<file path="src/rtl/snn_pkg.sv">
// Shared definitions for the LIF neuron update slice: datapath widths,
// sequencer state encoding and a saturating adder used for voltages.
package snn_pkg;

  localparam int unsigned VOLT_W = 16;
  localparam int unsigned ADDR_W = 6;

  typedef enum logic [2:0] {
    ST_IDLE,
    ST_READ,
    ST_CALC,
    ST_WRITE,
    ST_CLR,
    ST_FIN
  } lif_state_e;

  // Adds two 18-bit signed operands and clamps the result into the
  // 16-bit signed voltage range.
  function automatic logic signed [VOLT_W-1:0] sat_add(
    input logic signed [17:0] a,
    input logic signed [17:0] b
  );
    logic signed [18:0] sum;
    logic signed [18:0] vmax;
    logic signed [18:0] vmin;
    vmax = 19'sd32767;
    vmin = -19'sd32768;
    sum  = {a[17], a} + {b[17], b};
    if (sum > vmax) begin
      return 16'sh7fff;
    end else if (sum < vmin) begin
      return 16'sh8000;
    end else begin
      return sum[VOLT_W-1:0];
    end
  endfunction

endpackage

</file>
<file path="src/rtl/lif_datapath.sv">
// Combinational membrane update for one neuron.
//   pre_i  : current membrane voltage (signed)
//   cur_i  : synaptic input current (signed)
//   v_o    : updated voltage, threshold removed on firing, saturated
//   fire_o : neuron reached threshold this update
module lif_datapath
  import snn_pkg::*;
#(
  parameter logic signed [VOLT_W-1:0] THRESHOLD = 16'sd1024,
  parameter logic signed [VOLT_W-1:0] LEAK      = 16'sd0
) (
  input  logic signed [VOLT_W-1:0] pre_i,
  input  logic signed [VOLT_W-1:0] cur_i,
  output logic signed [VOLT_W-1:0] v_o,
  output logic                     fire_o
);

  logic signed [17:0] sum;
  logic signed [17:0] th18;
  logic signed [17:0] sub18;

  always_comb begin
    // 18 bits holds pre + cur - leak for any 16-bit operands without wrap.
    sum    = {{2{pre_i[VOLT_W-1]}}, pre_i}
           + {{2{cur_i[VOLT_W-1]}}, cur_i}
           - {{2{LEAK[VOLT_W-1]}}, LEAK};
    th18   = {{2{THRESHOLD[VOLT_W-1]}}, THRESHOLD};
    fire_o = (sum >= th18);
    sub18  = fire_o ? -th18 : '0;
    v_o    = sat_add(sum, sub18);
  end

endmodule

</file>
<file path="src/rtl/lif_update_engine.sv">
// Timestep sequencer for the neuron voltage memory. On start it reads,
// updates and writes back every neuron 0..NEURON_NUM-1 (three cycles per
// neuron); on clear it writes zero to every neuron (one cycle each).
//   clk, rst            : clock, synchronous active-high reset
//   start, clear        : command pulses, ignored while busy; clear wins
//   busy, done          : sequence in progress / one-cycle completion pulse
//   cur_addr, cur_data  : current-source index and its data (one cycle later)
//   wr_en, addr         : memory port control (0 = read)
//   post_mem_vol        : memory write data
//   pre_mem_vol         : memory read data, valid the cycle after a read
//   spike_valid/idx     : spike strobe in the neuron's write cycle
module lif_update_engine
  import snn_pkg::*;
#(
  parameter int unsigned              NEURON_NUM = 40,
  parameter logic signed [VOLT_W-1:0] THRESHOLD  = 16'sd1024,
  parameter logic signed [VOLT_W-1:0] LEAK       = 16'sd0
) (
  input  logic                     clk,
  input  logic                     rst,
  input  logic                     start,
  input  logic                     clear,
  output logic                     busy,
  output logic                     done,
  output logic [ADDR_W-1:0]        cur_addr,
  input  logic signed [VOLT_W-1:0] cur_data,
  output logic                     wr_en,
  output logic [ADDR_W-1:0]        addr,
  output logic signed [VOLT_W-1:0] post_mem_vol,
  input  logic signed [VOLT_W-1:0] pre_mem_vol,
  output logic                     spike_valid,
  output logic [ADDR_W-1:0]        spike_idx
);

  lif_state_e              state_q, state_d;
  logic [ADDR_W-1:0]       n_q, n_d;
  logic                    busy_q, busy_d;
  logic                    done_q, done_d;
  logic                    wr_en_q, wr_en_d;
  logic [ADDR_W-1:0]       addr_q, addr_d;
  logic [ADDR_W-1:0]       cur_addr_q, cur_addr_d;
  logic signed [VOLT_W-1:0] post_q, post_d;
  logic                    spike_q, spike_d;
  logic [ADDR_W-1:0]       spike_idx_q, spike_idx_d;

  logic signed [VOLT_W-1:0] dp_v;
  logic                     dp_fire;
  logic                     last;

  lif_datapath #(
    .THRESHOLD(THRESHOLD),
    .LEAK     (LEAK)
  ) u_dp (
    .pre_i (pre_mem_vol),
    .cur_i (cur_data),
    .v_o   (dp_v),
    .fire_o(dp_fire)
  );

  assign last = (n_q == ADDR_W'(NEURON_NUM - 1));

  always_comb begin
    state_d = state_q;
    n_d     = n_q;
    unique case (state_q)
      ST_IDLE: begin
        if (clear) begin
          state_d = ST_CLR;
          n_d     = '0;
        end else if (start) begin
          state_d = ST_READ;
          n_d     = '0;
        end
      end
      ST_READ:  state_d = ST_CALC;
      ST_CALC:  state_d = ST_WRITE;
      ST_WRITE: begin
        if (last) begin
          state_d = ST_FIN;
        end else begin
          state_d = ST_READ;
          n_d     = n_q + ADDR_W'(1);
        end
      end
      ST_CLR: begin
        if (last) begin
          state_d = ST_FIN;
        end else begin
          n_d = n_q + ADDR_W'(1);
        end
      end
      ST_FIN:   state_d = ST_IDLE;
      default:  state_d = ST_IDLE;
    endcase

    // Outputs are registered from the next state so they line up with
    // the state they describe; addr/cur_addr hold outside their phases.
    busy_d      = (state_d != ST_IDLE);
    done_d      = (state_d == ST_FIN);
    wr_en_d     = (state_d == ST_WRITE) || (state_d == ST_CLR);
    addr_d      = (state_d inside {ST_READ, ST_WRITE, ST_CLR}) ? n_d : addr_q;
    cur_addr_d  = (state_d == ST_READ) ? n_d : cur_addr_q;
    post_d      = post_q;
    spike_d     = 1'b0;
    spike_idx_d = spike_idx_q;
    if (state_q == ST_CALC) begin
      post_d  = dp_v;
      spike_d = dp_fire;
      if (dp_fire) begin
        spike_idx_d = n_q;
      end
    end
    if (state_d == ST_CLR) begin
      post_d = '0;
    end
  end

  always_ff @(posedge clk) begin
    if (rst) begin
      state_q     <= ST_IDLE;
      n_q         <= '0;
      busy_q      <= 1'b0;
      done_q      <= 1'b0;
      wr_en_q     <= 1'b0;
      addr_q      <= '0;
      cur_addr_q  <= '0;
      post_q      <= '0;
      spike_q     <= 1'b0;
      spike_idx_q <= '0;
    end else begin
      state_q     <= state_d;
      n_q         <= n_d;
      busy_q      <= busy_d;
      done_q      <= done_d;
      wr_en_q     <= wr_en_d;
      addr_q      <= addr_d;
      cur_addr_q  <= cur_addr_d;
      post_q      <= post_d;
      spike_q     <= spike_d;
      spike_idx_q <= spike_idx_d;
    end
  end

  assign busy         = busy_q;
  assign done         = done_q;
  assign wr_en        = wr_en_q;
  assign addr         = addr_q;
  assign cur_addr     = cur_addr_q;
  assign post_mem_vol = post_q;
  assign spike_valid  = spike_q;
  assign spike_idx    = spike_idx_q;

endmodule

</file>
<file path="config.mk">
export PLATFORM = sky130hd
export DESIGN_NAME = lif_update_engine
export DESIGN_NICKNAME = d
export VERILOG_FILES = /design/src/rtl/snn_pkg.sv /design/src/rtl/lif_datapath.sv /design/src/rtl/lif_update_engine.sv
export SDC_FILE = /design/constraint.sdc
export NUM_CORES = 1
export LEC_CHECK = 0
export BUFFER_PORTS_ARGS = -buffer_cell sky130_fd_sc_hd__buf_2
export CAP_MARGIN = 30
export CORE_MARGIN = 5
export CORE_UTILIZATION = 30
export CTS_BUF_LIST = sky130_fd_sc_hd__clkbuf_8 sky130_fd_sc_hd__clkbuf_16
export DETAILED_ROUTE_END_ITERATION = 10
export MAX_ROUTING_LAYER = met4
export PLACE_DENSITY = 0.58
export REMOVE_ABC_BUFFERS = 1
export SLEW_MARGIN = 40
export SYNTH_ARGS = -nofsm -noshare
export SYNTH_HDL_FRONTEND = slang
export SYNTH_SLANG_ARGS = --single-unit
</file>
<file path="constraint.sdc">
create_clock -name clk -period 11.1 [get_ports clk]
set_input_delay 0.555 -clock clk [delete_from_list [all_inputs] [get_ports clk]]
set_output_delay 0.555 -clock clk [all_outputs]
set_load 0.005 [all_outputs]
</file>
Word-level counts from Yosys, hierarchy flattened
Cells that the tools add are included.
Cells by class
  add/subtract/negate cells: 3
  reductions and logical operators: 8
  multiplexer cells: 12
  $lt $le $gt $ge: 3
  bitwise operators: 1
  equality and inequality tests: 9
Operators with widths (number)
  16-bit two-way mux: 2
  17-bit by 18-bit adder with 19-bit output: 1
  19-bit by 16-bit greater-than comparator with 1-bit output (second input constant): 1
  19-bit by 16-bit < comparator with 1-bit output (second input constant): 1
  18-bit two-way mux: 1
  6-bit two-way mux: 3
  16-bit by 16-bit adder with 17-bit output: 1
  17-bit by 12-bit >= comparator with 1-bit output (second input constant): 1
  3-bit one-hot mux with 5 select lines: 1
  3-bit two-way mux: 4
  6-bit one-hot mux with 2 select lines: 1
  3-bit by 2-bit == test with 1-bit output (second input constant): 3
  3-bit == test (second input constant): 3
  6-bit by 1-bit adder with 6-bit output (second input constant): 1
  3-bit by 1-bit == test with 1-bit output (second input constant): 2
  6-bit == test (second input constant): 1
  3-bit nonzero test: 2
  2-bit OR reduction: 3
  3-bit logical NOT: 1
  2-bit AND reduction: 1
  1-bit logical OR: 1
  1-bit NOT: 1
Storage, ports and cells
  word-level logic and storage cells: 46
  output and inout port bits: 38
  input port bits: 36
  bits in registers: 47

Longest topological paths before layout
Gate-level depths: netlist of run 1.
  depth in word-level cells: 7
  gate-level depth with buffers: 21
  depth with buffers taken out: 20

By module
Synthesis of run 1 repeated with hierarchy kept, for this count alone.
Second synthesis, totals
  cell total of the unflattened synthesis: 387
  area total of the unflattened synthesis: 3155.5 um2
Modules (own cells, without submodules)
  lif_update_engine: cells an instance 226, times used 1, seq. area each 940.9 um2, area each 2024.4 um2
  lif_datapath: cells an instance 161, times used 1, seq. area each 0.0 um2, area each 1131.1 um2

Worst setup path before layout of run 1
OpenSTA, ideal clock, no wires.
  kind: in2reg
  from: in cur_data[0]
  to: reg post_q[12] (netlist: post_mem_vol[12])
  library setup time: 0.122 ns
  arrival time: 4.504 ns
  stages on the path: 19
  slack: 6.475 ns
  buffers on the path: 1
  required time: 10.978 ns
  path through: ha_1 > inv_1 > fa_1 > and2b_1 > o2111ai_2 > a21o_1 > a21o_1 > a2111oi_4 > nand3_1 > and2_1 > ha_1 > a21o_1 > a21oi_2 > o21ai_1 > a211oi_2 > nor3_1 > a311oi_1 > buf_2 > a21oi_1
On the way
  longest elaborated chain between the ends: 7
  elaborated cells on any way between the ends: 8
  those cells by class: add/sub (2); order compare (3); mux (3)
RTL lines
  from (decl): line lif_update_engine.sv:26  | input logic signed [VOLT_W-1:0] cur_data,
  16-bit by 16-bit adder with 17-bit output (*): line lif_datapath.sv:25  | + {{2{cur_i[VOLT_W-1]}}, cur_i}
  17-bit by 12-bit >= comparator with 1-bit output (*): line lif_datapath.sv:28  | fire_o = (sum >= th18);
  named net dp_fire: line lif_update_engine.sv:47  | logic dp_fire;
  18-bit two-way mux (*): line lif_datapath.sv:29  | sub18 = fire_o ? -th18 : '0;
  17-bit by 18-bit adder with 19-bit output (*): line snn_pkg.sv:28  | sum = {a[17], a} + {b[17], b};
  19-bit by 16-bit < comparator with 1-bit output: line snn_pkg.sv:31  | end else if (sum < vmin) begin
  16-bit two-way mux: line snn_pkg.sv:31
  16-bit two-way mux (*): line snn_pkg.sv:29  | if (sum > vmax) begin
  to (signal assigned): line lif_update_engine.sv:138  | post_q <= post_d;
  to (decl): line lif_update_engine.sv:42  | logic signed [VOLT_W-1:0] post_q, post_d;
Mark *: on every way through the listed nets, which the timed path passes. The rest lies on a longest branch.
A chain may end at the register's enable or synchronous reset.

Worst setup path in the final report of run 1
  from: in cur_data[0]
  to: reg post_q[11] (netlist: post_mem_vol[11])
The elaborated chain is that of the path after synthesis.

==> results of run 1 <==
-- layout make-up --
class | instances | area [sq um] | share of cell area (%)
clock buffer | 5 | 125 | 3.07
inverter | 23 | 86.3 | 2.12
timing repair buffer | 74 | 373 | 9.15
multi-input combinational | 325 | 2330 | 57.1
clock inverter | 3 | 46.3 | 1.14
sequential | 47 | 941 | 23.1
tap | 143 | 179 | 4.39
-- flip-flops by register name, summed over array words and instances (netlist names) --
register      count
cur_addr          6
n_q               6
spike_idx         6
wr_en             1
post_mem_vol     16
done              1
addr              6
busy              1
state_q           3
spike_valid       1
-- worst min-delay path: cells and delay by family (launching register included) --
family	cells	cell delay (ns)
multiplexers	1	0.06
AND/OR/NAND/NOR	1	0.07
flip-flops	1	0.31
-- cells in the mapped netlist (4+ instances only) --
cell type and count:
inv_1 22, nand2_1 13, a21oi_1 30, nor2b_1 14, a21o_1 8, xnor2_1 10
a31oi_1 8, o21ai_0 30, o21a_1 6, mux2i_1 16, nor3_1 18, buf_2 4
nand2b_1 14, nand3_1 15, o21ai_1 5, nor2_1 32, and3_1 8, nand4_1 7
clkbuf_1 10, o41ai_1 4, and2_1 4, dfxtp_1 47, ha_1 24
-- layer usage --
layer | vias to the layer above | track usage, %
li1 | 1652 | -
met2 | 61 | 21.2
met5 | - | -
met4 | 0 | 3.90
met3 | 12 | 2.02
met1 | 1544 | 17.5
-- power by group through the flow --
stage                     Combinational [W]  Clock, W  Sequential, W
after floorplan                    0.000155         0       0.000183
after global placement             0.000205         0       0.000183
after detailed placement           0.000207         0       0.000184
after CTS                          0.000208  0.000177       0.000180
after global routing               0.000235  0.000183       0.000181
final                              0.000208  0.000172       0.000180
-- worst max path at each step --
stage                     depth (start not counted)      startpoint  slack [ns]                to
final                                            19     cur_data[0]        5.99  post_mem_vol[11]
after global routing                             19  pre_mem_vol[0]        5.66   post_mem_vol[1]
after detailed placement                         19     cur_data[0]        5.70  post_mem_vol[10]
after floorplan                                  18     cur_data[0]        6.11  post_mem_vol[14]
after CTS                                        19     cur_data[0]        5.99  post_mem_vol[10]
after global placement                           19     cur_data[0]        5.87   post_mem_vol[1]
-- through the flow --
step	hold WS, ns	instances	worst slack, ns	instance area, sq um	util (%)
finish	0.486	620	5.99	4080	36.2
global route	0.505	620	5.66	4080	36.2
CTS	0.495	620	5.99	4080	36.2
detailed placement	0.482	612	5.70	3910	34.6
global placement	0.471	612	5.87	3900	34.6
floorplan	0.464	395	6.11	3350	-
-- cells by family after synthesis --
| group | Yosys count | synth area share [%] |
|---|---|---|
| flip-flops | 47 | 27.5 |
| adder cells (fa/ha/maj) | 26 | 9.96 |
| multiplexers | 17 | 5.02 |
| XOR/XNOR | 11 | 2.82 |
| buffers and inverters | 39 | 4.54 |
| AND/OR/NAND/NOR | 138 | 21.5 |
| AO/OA/AOI/OAI | 133 | 28.6 |
==> flow_summary.toml, run 1 <==
[synth]
seq_area_frac_synth_pct = 27.5
syn_area_per_cell_sq_um = 8.31
synth_area_leaders = "dfxtp_1, ha_1, mux2i_1, a21oi_1, o21ai_0"
synth_cells = 411
synth-edff-count = 0
synth_seq_cells = 47
ys_warn_count = 0
syn_area_sq_um = 3420
synth-main-ff-cell = "dfxtp_1"
ys_types = 67
synth-async-reset-ratio_pct = 0
synth_top_area_share_pct = 27.5
yosysTopAreaCell = "dfxtp_1"

[detailed_routing]
wl_per_cell_um = 14.3
drt_iter0_drc = 162
routed.top_layer = "met4"
firstDrtPassIters = 5
wl_met3_um = 417
vias = 3269
drcViolationCount = 0
vias_per_cell = 5.27
totalWireLength_mm = 8.84
wl_met1_mm = 4.08
drtAntennaViolNets = 0
wl_met2_mm = 4.18

[status]
status = "completed"

[setup_path]
arrival_ns = 5.30
rr_worst_depth = 5
cp_slowest_cell = "o2111ai_2"
rrSetupSlack_ns = 8.77
cp_common_cell = "a21o_1"
path_cells = "buf_2, ha_1, inv_1, fa_1, and2b_1, o2111ai_2, a21o_1, a21o_1, a2111oi_4, nand3_1, and2_1, ha_1, a21o_1, a21oi_2, o21a_1, o21ai_1, o2111ai_2, nand2_1, o41ai_1"
worstReg2RegStart = "state_q[1]"
end_kind = "register"
path_max_fanout = 16
cp-start-kind = "input port"
crit_buf_inv = 2
slowest_delay_ns = 0.62
cp.required_ns = 11.28
cpLargestDelayFamily = "compound AO/OA/AOI/OAI gates"
worst_r2r_endpoint = "spike_idx[3]"
path_class = "in -> reg"

[timing]
clock_skew_ns = 0.00770
period_share_pct = 46.1
worst_pin_slew_ns = 0.736
max_slew_margin_pct = 50.9
drv_slew = 0
min_period_ns = 5.11
finalSetupViolations = 0
hold_viol_final = 0
max_freq_mhz = 196
rsz0062_at_grt = "false"
tns_ns = 0

[cts]
post_cts_buffers = 0
cts-htree-levels = 2
postCtsHoldBufs = 0
clockRootBuffer = "clkbuf_16"
cts_made_buffers = 5
cts_buffer_depth = 2
numClockSinks = 47
cts_resized = 0
clkTransAtPathRegs_ns = 0.07
cts_tree = "built"
clk-insertion-delay-late_ns = 0.29

[grt]
first_global_vias = 3063
grtUsageTotal_pct = 13.3
grt_pass1_wl_mm = 14.4
overflow = 0
grt_max_degree = 38
antenna_found_initial = 0

[pwr]
powerDensity_nw_per_um2 = 137
intPower_w = 0.000365
ir_drop_v = 0.0000689
leakagePower_nw = 1.75
power.switching_w = 0.000194
switching_share_pct = 34.7
p_clk_share_pct = 30.7
p_seq_share_pct = 32.1
p_comb_share_pct = 37.2
power_w = 0.000560

[die]
die-area_sq_um = 13600
start_util_pct = 30.3
fp.dieH_um = 117
rows = 39
core-area_sq_um = 11300
ios = 74
die_w_um = 117

[finish]
final_cell_mix = "buf_2, dfxtp_1, nor2_1, o21ai_0, a21oi_1"
drive_gt1_share_pct = 22.0
final_common_cell = "buf_2"
syn2layout_area_growth_pct = 19.3
nNetsFinal = 538
n_antenna_cell = 0
fillers = 1173

[min_path]
hold_end = "spike_idx[4]"
hp-start = "spike_idx[4]"
min_path_cells = 2
hp-class = "reg -> reg"

[placed_design]
gp_congestion = 0.885
dp_hpwl_mm = 6.96
port_buffers = 73

[flow_run]
maxCapViolCount = 0
No activity file was read; power rests on OpenSTA's default activity.
==> run 2: changes to the inputs <==
--- a/config.mk
+++ b/config.mk
@@ -5,6 +5,7 @@
 export SDC_FILE = /design/constraint.sdc
 export NUM_CORES = 1
 export LEC_CHECK = 0
+export ABC_AREA = 1
 export BUFFER_PORTS_ARGS = -buffer_cell sky130_fd_sc_hd__buf_2
 export CAP_MARGIN = 30
 export CORE_MARGIN = 5
==> constraint.sdc (replaced) <==
create_clock -name clk -period 5.2 [get_ports clk]
set_input_delay 0.26 -clock clk [delete_from_list [all_inputs] [get_ports clk]]
set_output_delay 0.26 -clock clk [all_outputs]
set_load 0.005 [all_outputs]
==> run 2 against run 1 <==
Compared with the run above:
- synthesized cell count rose by 28%
- clock skew fell by 0.0024 ns
- design area is 0.55% lower
- wire length fell by 6.7%
- area after synthesis is 0.18% lower
- non-clock buffer count shrank 1
- combinational power up 120%
- largest power group unchanged
- setup slack worse by 4.7 ns
- register-to-register slack got worse by 5.8 ns
- critical path depth increased by 8
==> flow_summary.toml, run 2 <==
[setup_path]
cp_slowest_cell = "fa_1"
cp-start-kind = "input port"
slowest_delay_ns = 0.39
end_kind = "register"
path_class = "in -> reg"
path_max_fanout = 8
rrSetupSlack_ns = 2.98
arrival_ns = 4.05
cp.required_ns = 5.36

[finish]
nNetsFinal = 659
post-route-util_pct = 36.0
largest_reg_flops = 16
syn2layout_area_growth_pct = 18.9
final_common_cell = "nand2_1"
design_area_sq_um = 4050
final_cell_mix = "nand2_1, inv_1, buf_2, dfxtp_1, nor2_1"
n_antenna_cell = 0
drive_gt1_share_pct = 17.6

[cts]
clockRootBuffer = "clkbuf_16"
clkTransAtPathRegs_ns = 0.06
numClockSinks = 47
postCtsHoldBufs = 0
clk-insertion-delay-late_ns = 0.28
cts_made_buffers = 5
cts_resized = 0
cts_buffer_depth = 2
cts_tree = "built"
cts-htree-levels = 2
post_cts_buffers = 0

[timing]
rsz0062_at_grt = "false"
drv_slew = 0
period_share_pct = 74.9
finalSetupViolations = 0
max_slew_margin_pct = 52.9
tns_ns = 0
max_freq_mhz = 257
hold_viol_final = 0
min_period_ns = 3.90
worst_pin_slew_ns = 0.703
clock_skew_ns = 0.00526

[synth]
synth_seq_cells = 47
ys_types = 36
synth_cells = 527
syn_area_per_cell_sq_um = 6.47
seq_area_frac_synth_pct = 27.6
yosysMostFrequentCell = "nand2_1"
synth-async-reset-ratio_pct = 0
synth_area_leaders = "dfxtp_1, nand2_1, inv_1, ha_1, a21oi_1"
synth-main-ff-cell = "dfxtp_1"
syn_area_sq_um = 3410
ys_warn_count = 0
yosysTopAreaCell = "dfxtp_1"
synth_top_area_share_pct = 27.6
synth.top_cells.by_count = "nand2_1, inv_1, dfxtp_1"
synth-edff-count = 0

[grt]
grt_max_degree = 31
grtUsageTotal_pct = 12.8
overflow = 0
grt_pass1_wl_mm = 14.0
first_global_vias = 3145
antenna_found_initial = 0

[flow_run]
maxCapViolCount = 0

[detailed_routing]
totalWireLength_mm = 8.25
drt_iter0_drc = 146
vias = 3372
drtAntennaViolNets = 0
wl_per_cell_um = 11.1
drcViolationCount = 0
firstDrtPassIters = 6
vias_per_cell = 4.55

[die]
rows = 39
ios = 74
die_w_um = 117
start_util_pct = 30.2
fp.dieH_um = 117
core-area_sq_um = 11300
die-area_sq_um = 13600

[pwr]
ir_drop_v = 0.000214
powerDensity_nw_per_um2 = 299
leakagePower_nw = 2.15

[placed_design]
dp_hpwl_mm = 6.92
placed_cell_area_sq_um = 3880
gp_congestion = 0.850
port_buffers = 73

[min_path]
hp-class = "in -> reg"

[status]
status = "completed"
==> run 2: kinds of logic (layout without fill, tap and decap cells) <==
kind of cell	Yosys count	in the layout	synth area share [%]
AOI/OAI and AO/OA	80	80	13.0
DFF	47	47	27.6
buffers and inverters	110	181	13.2
xor gates and xnor gates	14	14	3.60
adders and majority gates	26	26	9.98
and+or+nand+nor	250	250	32.7
==> run 2: cell type report <==
type / instances / area (sq um)
Inverter: 100 / 375
Fill cell: 1210 / 7220
Multi-Input combinational cell: 370 / 2020
Tap cell: 143 / 179
Clock inverter: 2 / 35.0
Sequential cell: 47 / 941
Clock buffer: 6 / 139
Timing Repair Buffer: 73 / 365
==> run 2: metal layers <==
metal / part of all wire (%) / global-route usage [%] / up-vias
met5: 0 / - / -
li1: - / - / 1818
met3: 5.0 / 1.40 / 6
met2: 48 / 22.8 / 67
met4: 0.65 / 3.06 / 0
met1: 46 / 15.5 / 1481
==> run 2: path summary, 6_finish.rpt <==
kind                   startpoint          endpoint  cells after the start
setup / recovery      cur_data[0]   post_mem_vol[8]                     27
hold / removal                rst            n_q[3]                      2
setup reg to reg           n_q[0]  post_mem_vol[12]                     12
hold reg to reg   post_mem_vol[1]   post_mem_vol[1]                      2
==> run 2: metrics by stage <==
| stage | total power (W) | instances | setup WS, ns | hold WS (ns) |
|---|---|---|---|---|
| 6_report | 0.00121 | 741 | 1.30 | 0.314 |
| 5_1_grt | 0.00131 | 741 | 0.845 | 0.332 |
| 4_1_cts | 0.00123 | 741 | 1.29 | 0.309 |
| 3_5_place_dp | 0.000853 | 733 | 0.986 | 0.459 |
| 3_3_place_gp | 0.000848 | 733 | 1.15 | 0.457 |
| 2_1_floorplan | 0.000738 | 517 | 1.62 | 0.329 |
==> run 2: worst max-delay path: cells and delay by family <==
family	cells	cell delay, ns
compound gates	2	0.23
buf+inv	6	0.61
fa+ha+maj	4	1.21
xor+xnor	1	0.15
simple gates	14	1.56
==> run 2: power breakdown <==
group | internal (W) | total [W] | switching [W]
Combinational | 0.000164 | 0.000449 | 0.000285
Clock | 0.000239 | 0.000368 | 0.000129
Sequential | 0.000383 | 0.000395 | 0.0000123
